--- config.mk ---
export PLATFORM = sky130hd
export DESIGN_NAME = pipe_stall_ctrl
export DESIGN_NICKNAME = d
export VERILOG_FILES = /design/src/rtl/pipe_ctrl_pkg.sv /design/src/rtl/pipe_stall_ctrl_sat_counter.sv /design/src/rtl/pipe_stall_ctrl.sv
export SDC_FILE = /design/constraint.sdc
export NUM_CORES = 1
export LEC_CHECK = 0
export BUFFER_PORTS_ARGS = -buffer_cell sky130_fd_sc_hd__buf_2
export CORE_MARGIN = 5
export CORE_UTILIZATION = 51
export CTS_BUF_LIST = sky130_fd_sc_hd__clkbuf_8
export DETAILED_ROUTE_END_ITERATION = 7
export HOLD_SLACK_MARGIN = 0.02
export PLACE_DENSITY = 0.85
export SLEW_MARGIN = 30
export SYNTH_ARGS = -nofsm -noshare
export SYNTH_HDL_FRONTEND = slang
export SYNTH_HIERARCHICAL = 1
export SYNTH_SLANG_ARGS = --single-unit
--- constraint.sdc ---
create_clock -name clock -period 4.5 [get_ports clock]
set_input_delay 0.9 -clock clock [delete_from_list [all_inputs] [get_ports clock]]
set_output_delay 0.9 -clock clock [all_outputs]
set_load 0.05 [all_outputs]
--- src/rtl/pipe_ctrl_pkg.sv ---
// Shared definitions for the pipeline stall/flush controller.
//   state_t        : controller FSM states (RUN, MD_WAIT)
//   CNT_W_DEF      : default width of the performance counters
//   MD_TIMEOUT_DEF : default number of MD_WAIT cycles before a multdiv
//                    operation is abandoned
package pipe_ctrl_pkg;

  typedef enum logic {
    RUN     = 1'b0,
    MD_WAIT = 1'b1
  } state_t;

  localparam int CNT_W_DEF      = 16;
  localparam int MD_TIMEOUT_DEF = 40;

endpackage

--- src/rtl/pipe_stall_ctrl_sat_counter.sv ---
// Saturating up-counter used for the stall/flush performance counters.
// Ports:
//   clock : system clock, rising edge
//   clr   : synchronous clear (highest priority)
//   inc   : count one event this cycle; holds at all-ones once reached
//   count : current counter value
module sat_counter #(
  parameter int W = 16
) (
  input  logic         clock,
  input  logic         clr,
  input  logic         inc,
  output logic [W-1:0] count
);

  always_ff @(posedge clock) begin
    if (clr) begin
      count <= '0;
    end else if (inc && (count != {W{1'b1}})) begin
      count <= count + W'(1);
    end
  end

endmodule

--- src/rtl/pipe_stall_ctrl.sv ---
// Stall/flush controller for a 5-stage pipeline with a multi-cycle
// multiply/divide unit in X.
// Ports:
//   clock, reset        : system clock; synchronous active-high reset
//   stall_lw            : load-use hazard between X-stage lw and D-stage insn
//   redirect_x          : taken branch / jump resolved in X
//   md_insn_x           : X-stage instruction is a mul or div
//   md_ready            : one-cycle pulse, multdiv result valid
//   pc_we..mw_we        : write enables for PC and pipeline latches
//   fd_nop..xm_nop      : force a nop into the latch on write
//   md_start            : one-cycle multdiv start pulse
//   md_result_sel       : XM captures the multdiv result instead of the ALU
//   md_timeout          : sticky, a multdiv operation was abandoned
//   stall_count         : saturating count of cycles with pc_we=0
//   flush_count         : saturating count of cycles with fd_nop=1
module pipe_stall_ctrl
  import pipe_ctrl_pkg::*;
#(
  parameter int CNT_W      = CNT_W_DEF,
  parameter int MD_TIMEOUT = MD_TIMEOUT_DEF
) (
  input  logic             clock,
  input  logic             reset,
  input  logic             stall_lw,
  input  logic             redirect_x,
  input  logic             md_insn_x,
  input  logic             md_ready,
  output logic             pc_we,
  output logic             fd_we,
  output logic             dx_we,
  output logic             xm_we,
  output logic             mw_we,
  output logic             fd_nop,
  output logic             dx_nop,
  output logic             xm_nop,
  output logic             md_start,
  output logic             md_result_sel,
  output logic             md_timeout,
  output logic [CNT_W-1:0] stall_count,
  output logic [CNT_W-1:0] flush_count
);

  localparam int WAIT_W = (MD_TIMEOUT > 2) ? $clog2(MD_TIMEOUT) : 1;
  localparam logic [WAIT_W-1:0] WAIT_LAST = WAIT_W'(MD_TIMEOUT - 1);

  state_t            state;
  state_t            state_next;
  logic [WAIT_W-1:0] wait_cnt;
  logic [WAIT_W-1:0] wait_cnt_next;
  logic              timeout_hit;
  logic              timeout_flag;

  always_ff @(posedge clock) begin
    if (reset) begin
      state        <= RUN;
      wait_cnt     <= '0;
      timeout_flag <= 1'b0;
    end else begin
      state    <= state_next;
      wait_cnt <= wait_cnt_next;
      if (timeout_hit) begin
        timeout_flag <= 1'b1;
      end
    end
  end

  // Outputs are Mealy: decoded from the current state and this cycle's
  // hazard inputs. During reset the pipeline free-runs with no bubbles.
  always_comb begin
    pc_we         = 1'b1;
    fd_we         = 1'b1;
    dx_we         = 1'b1;
    xm_we         = 1'b1;
    mw_we         = 1'b1;
    fd_nop        = 1'b0;
    dx_nop        = 1'b0;
    xm_nop        = 1'b0;
    md_start      = 1'b0;
    md_result_sel = 1'b0;
    timeout_hit   = 1'b0;
    state_next    = state;
    wait_cnt_next = wait_cnt;

    if (!reset) begin
      case (state)
        RUN: begin
          if (md_insn_x) begin
            // Launch the multdiv and hold the front end; the instruction
            // stays in DX while a bubble moves into XM.
            md_start      = 1'b1;
            pc_we         = 1'b0;
            fd_we         = 1'b0;
            dx_we         = 1'b0;
            xm_nop        = 1'b1;
            wait_cnt_next = '0;
            state_next    = MD_WAIT;
          end else if (redirect_x) begin
            // Squash the two younger instructions in F/D and D/X.
            fd_nop = 1'b1;
            dx_nop = 1'b1;
          end else if (stall_lw) begin
            pc_we  = 1'b0;
            fd_we  = 1'b0;
            dx_nop = 1'b1;
          end
        end

        MD_WAIT: begin
          if (md_ready) begin
            // A result on the final cycle still beats the timeout.
            md_result_sel = 1'b1;
            state_next    = RUN;
          end else if (wait_cnt == WAIT_LAST) begin
            // Abandon the operation: release the pipeline with a bubble in XM.
            xm_nop      = 1'b1;
            timeout_hit = 1'b1;
            state_next  = RUN;
          end else begin
            pc_we         = 1'b0;
            fd_we         = 1'b0;
            dx_we         = 1'b0;
            xm_nop        = 1'b1;
            wait_cnt_next = wait_cnt + WAIT_W'(1);
          end
        end

        default: state_next = RUN;
      endcase
    end
  end

  // The flag is visible in the cycle the timeout is taken, then held.
  assign md_timeout = timeout_flag | timeout_hit;

  sat_counter #(.W(CNT_W)) u_stall_count (
    .clock (clock),
    .clr   (reset),
    .inc   (~pc_we),
    .count (stall_count)
  );

  sat_counter #(.W(CNT_W)) u_flush_count (
    .clock (clock),
    .clr   (reset),
    .inc   (fd_nop),
    .count (flush_count)
  );

endmodule

==> Yosys cells after proc, flatten, opt, wreduce, memory -nomap -nowiden <==
Index checks and enable logic that the tools add are counted.
{ "totals": {"ff_bits": 40, "input_bits": 6, "output_inout_bits": 43, "elab_cells": 58} }
{ "op_classes": {"n_addsub": 3, "n_eq_ne": 6, "mux": 38, "bitwise_logic": 3, "reduce_logical": 3} }
{ "ops": {"columns": ["cell", "n"], "rows": [
  ["16-bit by 1-bit adder with 16-bit output, second input constant", 2],
  ["16-bit inequality test, second input constant", 2],
  ["1-bit two-way mux", 30],
  ["6-bit two-way mux", 3],
  ["6-bit one-hot mux with 2 select lines", 1],
  ["1-bit one-hot mux with 2 select lines", 4],
  ["6-bit by 1-bit adder with 6-bit output, second input constant", 1],
  ["6-bit equality test, second input constant", 1],
  ["2-bit inequality test, second input constant", 3],
  ["3-bit AND reduction", 1],
  ["1-bit logical AND", 2],
  ["1-bit NOT", 2],
  ["1-bit OR", 1]
]} }

==> Logic depth before layout (Yosys ltp) <==
Gate-level depths: netlist of run 1.
{ "logic_depth": {"depth_word": 7, "mapped_depth": 8, "depth_no_buf": 8} }

==> By module <==
The synthesis of run 1 kept the hierarchy.
{ "modules_own_cells": {"columns": ["module", "n_inst", "cells_per_inst", "area_per_inst_um2", "seq_area_each_um2"], "rows": [
  ["sat_counter", 2, 99, 848.3, 320.3],
  ["pipe_stall_ctrl", 1, 68, 576.8, 160.2]
]} }

==> Worst setup path before layout of run 1 <==
Ideal clock, no wire load.
{ "synth_path": {"path_kind": "input-to-output", "from": "input md_ready", "to": "output md_timeout", "arrival_ns": 1.955, "required_ns": 3.600, "slack_ns": 1.645, "cell_stages": 3, "path_buffers": 0, "cell_sequence": "and2b_1 > nand2b_1 > o21bai_1"} }
{ "synth_between": {"elab_chain_cells": 4} }
{ "synth_rtl": {"columns": ["item", "line_no", "rtl"], "rows": [
  ["start, declared", "pipe_stall_ctrl.sv:27", "input logic md_ready,"],
  ["1-bit two-way mux", "pipe_stall_ctrl.sv:109", "if (md_ready) begin"],
  ["1-bit two-way mux", "pipe_stall_ctrl.sv:85", "case (state)"],
  ["1-bit two-way mux", "pipe_stall_ctrl.sv:84", "if (!reset) begin"],
  ["1-bit OR", "pipe_stall_ctrl.sv:133", "assign md_timeout = timeout_flag | timeout_hit;"],
  ["end, declared", "pipe_stall_ctrl.sv:38", "output logic md_timeout,"]
]} }
Every way passes these cells.

==> Final worst setup path of run 1 <==
{ "layout_path": {"from": "input reset", "to": "output fd_nop"} }
{ "layout_between": {"elab_chain_cells": 1} }
{ "layout_rtl": {"columns": ["item", "line_no", "rtl"], "rows": [
  ["start, declared", "pipe_stall_ctrl.sv:23", "input logic reset,"],
  ["1-bit two-way mux", "pipe_stall_ctrl.sv:84", null],
  ["end, declared", "pipe_stall_ctrl.sv:33", "output logic fd_nop,"]
]} }
Every way passes these cells.

==> results of run 1 <==
## placed cells by master, fill, tap and decap left out, types with 9 or more instances in the layout
master	n
sky130_fd_sc_hd__o21ai_0	11
sky130_fd_sc_hd__buf_2	46
sky130_fd_sc_hd__nor3_1	10
sky130_fd_sc_hd__nand3_1	14
sky130_fd_sc_hd__nor2_1	16
sky130_fd_sc_hd__o31ai_1	13
sky130_fd_sc_hd__or4_1	14
sky130_fd_sc_hd__inv_1	9
sky130_fd_sc_hd__a21oi_1	25
sky130_fd_sc_hd__dfxtp_1	40
sky130_fd_sc_hd__nand2_1	14
## cell usage after synthesis (5+ instances only)
| cell | number |
|---|---|
| sky130_fd_sc_hd__nand2_1 | 14 |
| sky130_fd_sc_hd__o31ai_1 | 13 |
| sky130_fd_sc_hd__inv_1 | 8 |
| sky130_fd_sc_hd__clkbuf_1 | 6 |
| sky130_fd_sc_hd__nor2_1 | 16 |
| sky130_fd_sc_hd__nand3_1 | 14 |
| sky130_fd_sc_hd__or3_1 | 6 |
| sky130_fd_sc_hd__dfxtp_1 | 40 |
| sky130_fd_sc_hd__a21oi_1 | 25 |
| sky130_fd_sc_hd__and4_1 | 6 |
| sky130_fd_sc_hd__nand3b_1 | 5 |
| sky130_fd_sc_hd__or4_1 | 14 |
| sky130_fd_sc_hd__nor3_1 | 10 |
| sky130_fd_sc_hd__o21ai_0 | 11 |
| sky130_fd_sc_hd__nor2b_1 | 6 |
| sky130_fd_sc_hd__nand4_1 | 6 |
## sequential cells by signal (all words and copies together), names as in the netlist
register,cells
u_stall_count/count,16
state,1
u_flush_count/count,16
timeout_flag,1
wait_cnt,6
## critical path, delay by kind of cell
| family | cells | cell delay, ns |
|---|---|---|
| buffers and inverters | 2 | 0.91 |
| AND/OR/NAND/NOR | 2 | 0.41 |
## cells by family (layout without fill, tap and decap cells)
kind of cell | after synthesis | after routing | synth area share
and+or+nand+nor | 120 | 120 | 0.3429
AOI/OAI and AO/OA | 70 | 70 | 0.2014
DFF | 40 | 40 | 0.3522
buffers and inverters | 22 | 62 | 0.04293
xor gates and xnor gates | 5 | 5 | 0.01926
muxes | 5 | 5 | 0.02311
adders and majority gates | 3 | 3 | 0.01651
other | 1 | 2 | 0.001649
## layer usage
layer | routed length, um | vias to the layer above | share of wire | GRT usage
li1 | - | 1098 | - | -
met1 | 2335 | 1042 | 0.45 | 0.2142
met2 | 2491 | 66 | 0.48 | 0.2937
met3 | 318 | 10 | 0.061 | 0.04684
met4 | 85 | 0 | 0.016 | 0.06818
met5 | 0 | - | 0 | 0
## through the flow
stage	util	hold WS, ns	std cells	total power (W)	worst slack [ns]
detailed placement	0.5753	0.4592	351	0.0004310	1.362
global placement	0.5753	0.4503	351	0.0004295	1.392
finish	0.6000	0.4761	359	0.0007091	1.368
floorplan	-	0.4311	267	0.0004186	1.645
global route	0.6000	0.5051	359	0.0007362	1.259
CTS	0.6000	0.4782	359	0.0007152	1.364
## path summary, 6_finish.rpt
kind	end	slack [ns]	startpoint
worst max-delay path	fd_nop	1.37	reset
worst min-delay path	timeout_flag	0.48	timeout_flag
worst max register to register	u_stall_count/count[11]	2.00	wait_cnt[0]
worst min register to register	timeout_flag	0.48	timeout_flag
## where the power goes
group / internal [W] / switching [W] / total (W) / leakage [nW]
Clock: 0.000162 / 0.000124 / 0.000286 / 0.0593
Sequential: 0.000357 / 0.00000464 / 0.000361 / 0.323
Combinational: 0.0000141 / 0.0000474 / 0.0000615 / 0.601
Total: 0.000533 / 0.000176 / 0.000709 / 0.983
## layout make-up
| type | count | area share |
|---|---|---|
| Clock buffer | 5 | 0.02634 |
| Clock inverter | 3 | 0.01485 |
| Multi-Input combinational cell | 205 | 0.5278 |
| Tap cell | 52 | 0.02490 |
| Timing Repair Buffer | 46 | 0.08812 |
| Sequential cell | 40 | 0.3065 |
| Inverter | 8 | 0.01149 |
==> flow_metrics.tcl, run 1 <==
set metrics [dict create \
    run_status "finished, final reports clean" \
    cp-end-kind "primary output" \
    drive_above_1_share 0.2085 \
    worstSetupPathType "primary input to primary output" \
    post_dp_cell_area_sq_um 2505 \
    post-synth-top-area-cell "sky130_fd_sc_hd__dfxtp_1" \
    critical-path-max-stage-delay_ns 0.66 \
    final_antenna_net_count 0 \
    min-delay-path-class "flip-flop to flip-flop" \
    avgSynthCellArea_sq_um 8.547 \
    grt_pass1_wl_um 8811 \
    finClkSkew_ns 0.01029 \
    post_drt_wl_per_cell_um 14.57 \
    worstHoldPathCells 2 \
    slowest_stage "sky130_fd_sc_hd__buf_2" \
    clk_latency_ns 0.30 \
    final_antenna_diode_count 0 \
    tritoncts "yes" \
    drt_drc_violations_left 0 \
    reg2reg_depth 7 \
    worst_ir_drop_vdd_mv 0.2004 \
    synthesis.area_sq_um 2273 \
    cap_viol_max_count 0 \
    yosysWarnings 6 \
    finalHoldViolCount 0 \
    synth_sequential_area_ratio 0.3522 \
    setup_viol_count_final 0 \
    post_synth_num_cell_types 52 \
    finalMaxSlewViolations 0 \
    post-dp-hpwl_um 3736 \
    overflow 0 \
    worst_ep_arrival_time_ns 2.23 \
    die_h_um 76.77 \
    final_net_count 315 \
    cts.htree.levels 2 \
    synth_edf_count 0 \
    buffer_ports.inserted 46 \
    top_level_ports 49 \
    path_clk_slew_ns 0.07 \
    timing.critical_path.cells "buf_2, nor3_1, and2_1, buf_2" \
    floorplan.die_area_sq_um 5893 \
    max_freq_mhz 319.3 \
    max-slew-margin-rel 0.4153 \
    chipWidth_um 76.77 \
    critical_path.startpoint_type "primary input" \
    row_count 24 \
    worst_slew_pin_slew_ns 0.8771 \
    detailedRoute.firstPassIterationCount 4 \
    final.setup.tns_ns 0 \
    area_growth_pct 14.91 \
    finalCriticalPeriod_ns 3.132 \
    start_util 0.5221 \
    unrepaired_setup_endpoints_after_global_routing "false" \
    area_of_the_multi_input_gates_sq_um 1379 \
    dr.first_iter.drc_count 118 \
    cellLeakagePower_nw 0.9826 \
    core_sq_um 4354 \
    worstPathRequired_ns 3.60 \
    cts_num_sinks 40 \
    postRouteWirelength_um 5230 \
    fill_cells 411 \
    layout_worst_path_cycle_share 0.6961 \
    vias_per_cell 6.173 \
    regArea_sq_um 800.8 \
    ys_async_sr_fraction 0 \
    gp_congestion 0.8833 \
    power_density_nw_per_um2 271.4 \
    postCtsSetupRepairBufs 0 \
    postSynth.topFlopCell "sky130_fd_sc_hd__dfxtp_1" \
    worst_path_most_repeated_cell "sky130_fd_sc_hd__buf_2" \
    postCtsHoldBufs 0 \
    share_of_the_synthesized_area_in_the_top_cell_type 0.3522 \
    grt_start_max_net_pins 52 \
    cts_made_buffers 5 \
    grtUsageTotal 0.1760 \
    final_cell_area_sq_um 2613 \
    cts.path.max_buffers 2 \
    cts_resized 0 \
    num_vias 2216 \
    postSynthCellCount 266 \
    root_buffer_selected_by_cts "sky130_fd_sc_hd__clkbuf_8" \
    synth_seq_cells 40 \
    grt_antenna_before_repair 0 \
    timing.critical_path.fanout_max 51 \
    first_global_vias 1984 \
    ys_top_cells_by_area "sky130_fd_sc_hd__dfxtp_1 (35%), sky130_fd_sc_hd__a21oi_1 (5.5%), sky130_fd_sc_hd__or4_1 (4.6%)" \
]
Power figures use the tool's default switching activity.
==> run 2, diff against run 1 <==
--- a/config.mk
+++ b/config.mk
@@ -5,6 +5,7 @@
 export SDC_FILE = /design/constraint.sdc
 export NUM_CORES = 1
 export LEC_CHECK = 0
+export ABC_AREA = 1
 export BUFFER_PORTS_ARGS = -buffer_cell sky130_fd_sc_hd__buf_2
 export CORE_MARGIN = 5
 export CORE_UTILIZATION = 51
==> constraint.sdc (replaced) <==
create_clock -name clock -period 3 [get_ports clock]
set_input_delay 0.6 -clock clock [delete_from_list [all_inputs] [get_ports clock]]
set_output_delay 0.6 -clock clock [all_outputs]
set_load 0.05 [all_outputs]
==> run 2 against run 1 <==
Net effect: flip-flop and latch count did not move; critical path type is now flip-flop to primary output; highest routed layer unchanged; largest power group unchanged; core utilization fell by 0.49 points; synthesized cell count rose by 43%; largest cell class unchanged; worst setup slack got worse by 0.73 ns.
==> flow_metrics.tcl, run 2 <==
set metrics [dict create \
    num_vias 2457 \
    unrepaired_setup_endpoints_after_global_routing "false" \
    path_clk_slew_ns 0.07 \
    first_global_vias 2232 \
    post-dp-hpwl_um 4105 \
    largest_registers "u_flush_count/count (16), u_stall_count/count (16), wait_cnt (6)" \
    grt_pass1_wl_um 9328 \
    post_synth_num_cell_types 26 \
    dr.first_iter.drc_count 180 \
    ys_top_cells_by_area "sky130_fd_sc_hd__dfxtp_1 (33%), sky130_fd_sc_hd__nand2_1 (17%), sky130_fd_sc_hd__nor2_1 (13%)" \
    cp-end-kind "primary output" \
    synth.cells.most_frequent "sky130_fd_sc_hd__nand2_1 (110), sky130_fd_sc_hd__nor2_1 (81), sky130_fd_sc_hd__dfxtp_1 (40)" \
    finalHoldViolCount 0 \
    synth_seq_cells 40 \
    start_util 0.5173 \
    synth_sequential_area_ratio 0.3344 \
    final_antenna_diode_count 0 \
    final_cell_count_no_fill 481 \
    finalCriticalPeriod_ns 2.362 \
    core_sq_um 4629 \
    root_buffer_selected_by_cts "sky130_fd_sc_hd__clkbuf_8" \
    worstPathRequired_ns 2.40 \
    cts_made_buffers 5 \
    finalMaxSlewViolations 0 \
    die_h_um 78.53 \
    floorplan.die_area_sq_um 6166 \
    detailedRoute.firstPassIterationCount 4 \
    grt_antenna_before_repair 0 \
    worst_slew_pin_slew_ns 0.5291 \
    drive_above_1_share 0.2178 \
    clk_latency_ns 0.29 \
    post-synth-top-area-cell "sky130_fd_sc_hd__dfxtp_1" \
    postCtsHoldBufs 0 \
    run_status "finished, final reports clean" \
    postCtsSetupRepairBufs 0 \
    final_util 0.5951 \
    post_drt_wl_per_cell_um 11.04 \
    tritoncts "yes" \
    worst_ep_arrival_time_ns 1.76 \
    postLayoutSetupSlackWorst_ns 0.6383 \
    min-delay-path-class "flip-flop to flip-flop" \
    avgSynthCellArea_sq_um 6.302 \
    gp_congestion 0.8965 \
    postRouteWirelength_um 5312 \
    cts.htree.levels 2 \
    detailedPlace.worstSlack_ns 0.8005 \
    yosysWarnings 6 \
    cts_num_sinks 40 \
    layout_worst_path_cycle_share 0.7872 \
    most-common-layout-cells "sky130_fd_sc_hd__nand2_1 (110), sky130_fd_sc_hd__nor2_1 (81), sky130_fd_sc_hd__buf_2 (46), sky130_fd_sc_hd__dfxtp_1 (40), sky130_fd_sc_hd__nand3_1 (31)" \
    layout.cells.most_common "sky130_fd_sc_hd__nand2_1" \
    postSynth.topFlopCell "sky130_fd_sc_hd__dfxtp_1" \
    ys_async_sr_fraction 0 \
    finClkSkew_ns 0.006033 \
    area_growth_pct 15.05 \
    cts_resized 0 \
    vias_per_cell 5.108 \
    final.setup.tns_ns 0 \
    row_count 25 \
    critical_path.startpoint_type "flip-flop" \
    top_level_ports 49 \
    share_of_the_synthesized_area_in_the_top_cell_type 0.3344 \
    cap_viol_max_count 0 \
    max_freq_mhz 423.4 \
    grt_start_max_net_pins 17 \
    post-place-cells 474 \
    timing.critical_path.fanout_max 4 \
    cellLeakagePower_nw 1.250 \
    cts.path.max_buffers 2 \
    chipWidth_um 78.53 \
    setup_viol_count_final 0 \
    buffer_ports.inserted 46 \
    power_density_nw_per_um2 380.7 \
    max-slew-margin-rel 0.6469 \
    final_net_count 436 \
    overflow 0 \
    synthesis.area_sq_um 2395 \
    yosysMostFrequentCell "sky130_fd_sc_hd__nand2_1" \
    drt_drc_violations_left 0 \
    grtUsageTotal 0.1830 \
    post-layout-total-power_w 0.001049 \
    worstSetupPathType "flip-flop to primary output" \
    final_antenna_net_count 0 \
    postSynthCellCount 380 \
    synth_edf_count 0 \
    worst_ir_drop_vdd_mv 0.2346 \
]
-- run 2: area by class of cell --
cell class	count	area, sq um
Inverter	30	112.6
Timing Repair Buffer	47	237.7
Multi-Input combinational cell	303	1440
Fill cell	430	1874
Sequential cell	40	800.8
Tap cell	54	67.56
Clock buffer	7	96.34
-- run 2: logic make-up (layout without fill, tap and decap cells) --
group                      after synthesis  after routing  synth area share
AOI/OAI and AO/OA                       27             27           0.06113
adders and majority gates                3              3           0.01568
buffers and inverters                   38             84           0.06844
DFF                                     40             40            0.3344
other                                    1              2          0.001566
and+or+nand+nor                        271            271            0.5188
-- run 2: metrics by stage --
stage          hold WS, ns  instance area (sq um)
2_1_floorplan       0.4297                   2405
3_3_place_gp        0.4425                   2659
3_5_place_dp        0.4445                   2659
4_1_cts             0.4556                   2755
5_1_grt             0.5036                   2755
6_report            0.4545                   2755
-- run 2: worst max-delay path, stage by stage, from the launching register on --
cell	delay [ns]
sky130_fd_sc_hd__dfxtp_1	0.40
sky130_fd_sc_hd__ha_1	0.21
sky130_fd_sc_hd__nand2_2	0.09
sky130_fd_sc_hd__nor2_4	0.12
sky130_fd_sc_hd__nand2_2	0.09
sky130_fd_sc_hd__inv_1	0.08
sky130_fd_sc_hd__nand2_1	0.06
sky130_fd_sc_hd__o21ai_0	0.14
sky130_fd_sc_hd__buf_2	0.28
-- run 2: worst paths after layout --
check / start / to / slack (ns) / cells after the start
setup / recovery: wait_cnt[1] / md_timeout / 0.64 / 8
hold / removal: timeout_flag / timeout_flag / 0.45 / 2
setup reg to reg: wait_cnt[0] / u_stall_count/count[14] / 0.97 / 15
hold reg to reg: timeout_flag / timeout_flag / 0.45 / 2
-- run 2: power by group --
| group | switching (W) | leakage (nW) | internal [W] | total [W] |
|---|---|---|---|---|
| clock | 0.000178 | 0.0503 | 0.000205 | 0.000383 |
| sequential | 0.00000749 | 0.323 | 0.000537 | 0.000544 |
| combinational | 0.0000925 | 0.877 | 0.0000294 | 0.000122 |
-- run 2: layer usage --
| layer | track usage | up-vias | wire length [um] |
|---|---|---|---|
| met5 | 0 | - | 0 |
| met2 | 0.3081 | 61 | 2497 |
| met4 | 0.07168 | 0 | 73 |
| met3 | 0.03555 | 7 | 323 |
| met1 | 0.2286 | 1098 | 2418 |
| li1 | - | 1291 | - |
==> run 3, diff against run 2 <==
--- a/config.mk
+++ b/config.mk
@@ -5,7 +5,7 @@
 export SDC_FILE = /design/constraint.sdc
 export NUM_CORES = 1
 export LEC_CHECK = 0
-export ABC_AREA = 1
+export ABC_AREA = 0
 export BUFFER_PORTS_ARGS = -buffer_cell sky130_fd_sc_hd__buf_2
 export CORE_MARGIN = 5
 export CORE_UTILIZATION = 51
==> constraint.sdc (replaced) <==
create_clock -name clock -period 2.25 [get_ports clock]
set_input_delay 0.45 -clock clock [delete_from_list [all_inputs] [get_ports clock]]
set_output_delay 0.45 -clock clock [all_outputs]
set_load 0.05 [all_outputs]
==> run 3 against run 2 <==
Net effect: sequential power grew 33%; core utilization grew 4.1 points; critical path depth shrank 2; flip-flop and latch count is the same; sequential share of layout area is essentially flat; first-iteration DRC count shrank 26%; via count shrank 8.1%; power grew 43%; cell count shrank 23%; non-clock buffer count grew 11; hold slack gained 0.056 ns; register-to-register slack lost 0.77 ns; highest routed layer unchanged.
==> flow_metrics.tcl, run 3 (synthesized netlist as in run 1, its figures left out) <==
set metrics [dict create \
    grt_start_max_net_pins 50 \
    top_level_ports 49 \
    critical_path.startpoint_type "flip-flop" \
    tritoncts "yes" \
    row_count 24 \
    finalCriticalPeriod_ns 2.136 \
    gp_congestion 0.8460 \
    critical-path-max-stage-delay_ns 0.39 \
    chipWidth_um 76.77 \
    r2r_setup_slack_ns 0.20 \
    final_antenna_diode_count 0 \
    max-slew-margin-rel 0.5126 \
    power_density_nw_per_um2 540.6 \
    detailedRoute.firstPassIterationCount 4 \
    share_comb_of_total_power 0.090 \
    drt_drc_violations_left 0 \
    slowest_stage "sky130_fd_sc_hd__dfxtp_2" \
    cts_made_buffers 5 \
    most-common-layout-cells "sky130_fd_sc_hd__buf_2 (42), sky130_fd_sc_hd__dfxtp_1 (37), sky130_fd_sc_hd__a21oi_1 (24), sky130_fd_sc_hd__nor2_1 (16), sky130_fd_sc_hd__buf_4 (16)" \
    start_util 0.5221 \
    grt_pass1_wl_um 9259 \
    cts.htree.levels 2 \
    pwr-share-seq 0.482 \
    final_util 0.6365 \
    finClkSkew_ns 0.005221 \
    grt_antenna_before_repair 0 \
    post_drt_wl_per_cell_um 15.24 \
    worst_slew_pin_slew_ns 0.7217 \
    post-dp-hpwl_um 4019 \
    setup_viol_count_final 0 \
    floorplan.die_area_sq_um 5893 \
    drive_above_1_share 0.2633 \
    first_global_vias 2071 \
    layout.cells.most_common "sky130_fd_sc_hd__buf_2" \
    dr.first_iter.drc_count 134 \
    finalMaxSlewViolations 0 \
    worstSetupPathType "flip-flop to primary output" \
    layout_worst_path_cycle_share 0.9495 \
    vias_per_cell 6.084 \
    num_vias 2257 \
    final_net_count 327 \
    run_status "finished, final reports clean" \
    unrepaired_setup_endpoints_after_global_routing "false" \
    root_buffer_selected_by_cts "sky130_fd_sc_hd__clkbuf_8" \
    cellLeakagePower_nw 1.053 \
    postCtsHoldBufs 0 \
    buffer_ports.inserted 46 \
    final.setup.tns_ns 0 \
    cts_num_sinks 40 \
    path_clk_slew_ns 0.07 \
    post_dp_cell_area_sq_um 2599 \
    clk_latency_ns 0.29 \
    critical_path.n_buffers_inverters 2 \
    p_int_w 0.001141 \
    final_cell_area_sq_um 2771 \
    max_freq_mhz 468.1 \
    cap_viol_max_count 0 \
    largest_registers "u_flush_count/count (16), u_stall_count/count (16), wait_cnt (6)" \
    finalHoldViolCount 0 \
    die_h_um 76.77 \
    worstPathRequired_ns 1.80 \
    core_sq_um 4354 \
    timing.critical_path.cells "ha_4, nand4bb_4, o21ai_2, buf_4, a21o_1, buf_4" \
    area_growth_pct 21.90 \
    postRouteWirelength_um 5653 \
    cp-end-kind "primary output" \
    grtUsageTotal 0.1839 \
    power.share.clock 0.428 \
    worst_path_dominant_cell_family "flip-flops" \
    overflow 0 \
    timing.critical_path.fanout_max 5 \
    power.switching_fraction 0.2387 \
    worst_ep_arrival_time_ns 1.69 \
    power.switching_w 0.0003576 \
    worst_ir_drop_vdd_mv 0.3925 \
    min-delay-path-class "flip-flop to flip-flop" \
    worst_path_most_repeated_cell "sky130_fd_sc_hd__buf_4" \
    final_antenna_net_count 0 \
    post-place-cells 363 \
    cts.path.max_buffers 2 \
    final_cell_count_no_fill 371 \
]
run 3: final cells by class:
| class | instances | area [sq um] |
|---|---|---|
| clock buffers | 7 | 96.34 |
| clock inverters | 1 | 30.03 |
| fillers | 365 | 1583 |
| inverters | 8 | 30.03 |
| multi-input cells | 205 | 1415 |
| flip-flops and latches | 40 | 804.5 |
| well taps | 52 | 65.06 |
| repair buffers | 58 | 330.3 |
run 3: path summary, 6_finish.rpt:
kind | from | end | depth (start not counted)
max | wait_cnt[0] | fd_we | 6
min | timeout_flag | timeout_flag | 2
max reg2reg | state | u_stall_count/count[9] | 7
min reg2reg | timeout_flag | timeout_flag | 2
run 3: power groups by stage:
| stage | logic, W | registers, W | clock network, W |
|---|---|---|---|
| 2_1_floorplan | 0.0000906 | 0.000747 | 0 |
| 3_3_place_gp | 0.000127 | 0.000738 | 0 |
| 3_5_place_dp | 0.000130 | 0.000738 | 0 |
| 4_1_cts | 0.000134 | 0.000722 | 0.000646 |
| 5_1_grt | 0.000142 | 0.000723 | 0.000689 |
| 6_report | 0.000135 | 0.000722 | 0.000641 |
run 3: repair_timing:
item                                    4_1_cts  5_1_grt
setup buffers                                 0        0
endpoints found under the setup margin        4       12
gates resized for setup                       6        5
pin swaps                                     1        1
run 3: through the flow:
step | worst slack, ns | hold WS (ns) | power, W
2_1_floorplan | 0.06110 | 0.4275 | 0.0008373
3_3_place_gp | 0.1128 | 0.4595 | 0.0008652
3_5_place_dp | 0.01191 | 0.4853 | 0.0008680
4_1_cts | 0.01358 | 0.5020 | 0.001502
5_1_grt | 0.01600 | 0.5432 | 0.001555
6_report | 0.1135 | 0.5101 | 0.001498
run 3: per-layer routing:
metal | vias to the layer above | track usage | part of all wire
li1 | 1111 | - | -
met5 | - | 0 | 0
met3 | 8 | 0.05269 | 0.057
met2 | 70 | 0.3115 | 0.50
met4 | 0 | 0.05420 | 0.013
met1 | 1068 | 0.2245 | 0.43
run 3: worst reg2reg max path: stages, from the launching register on:
cell                      delay (ns)
sky130_fd_sc_hd__dfxtp_1        0.49
sky130_fd_sc_hd__and2b_1        0.25
sky130_fd_sc_hd__o21ai_2        0.09
sky130_fd_sc_hd__a21oi_2        0.22
sky130_fd_sc_hd__nand2_1        0.14
sky130_fd_sc_hd__buf_4          0.18
sky130_fd_sc_hd__or4_1          0.47
sky130_fd_sc_hd__a21oi_1        0.16
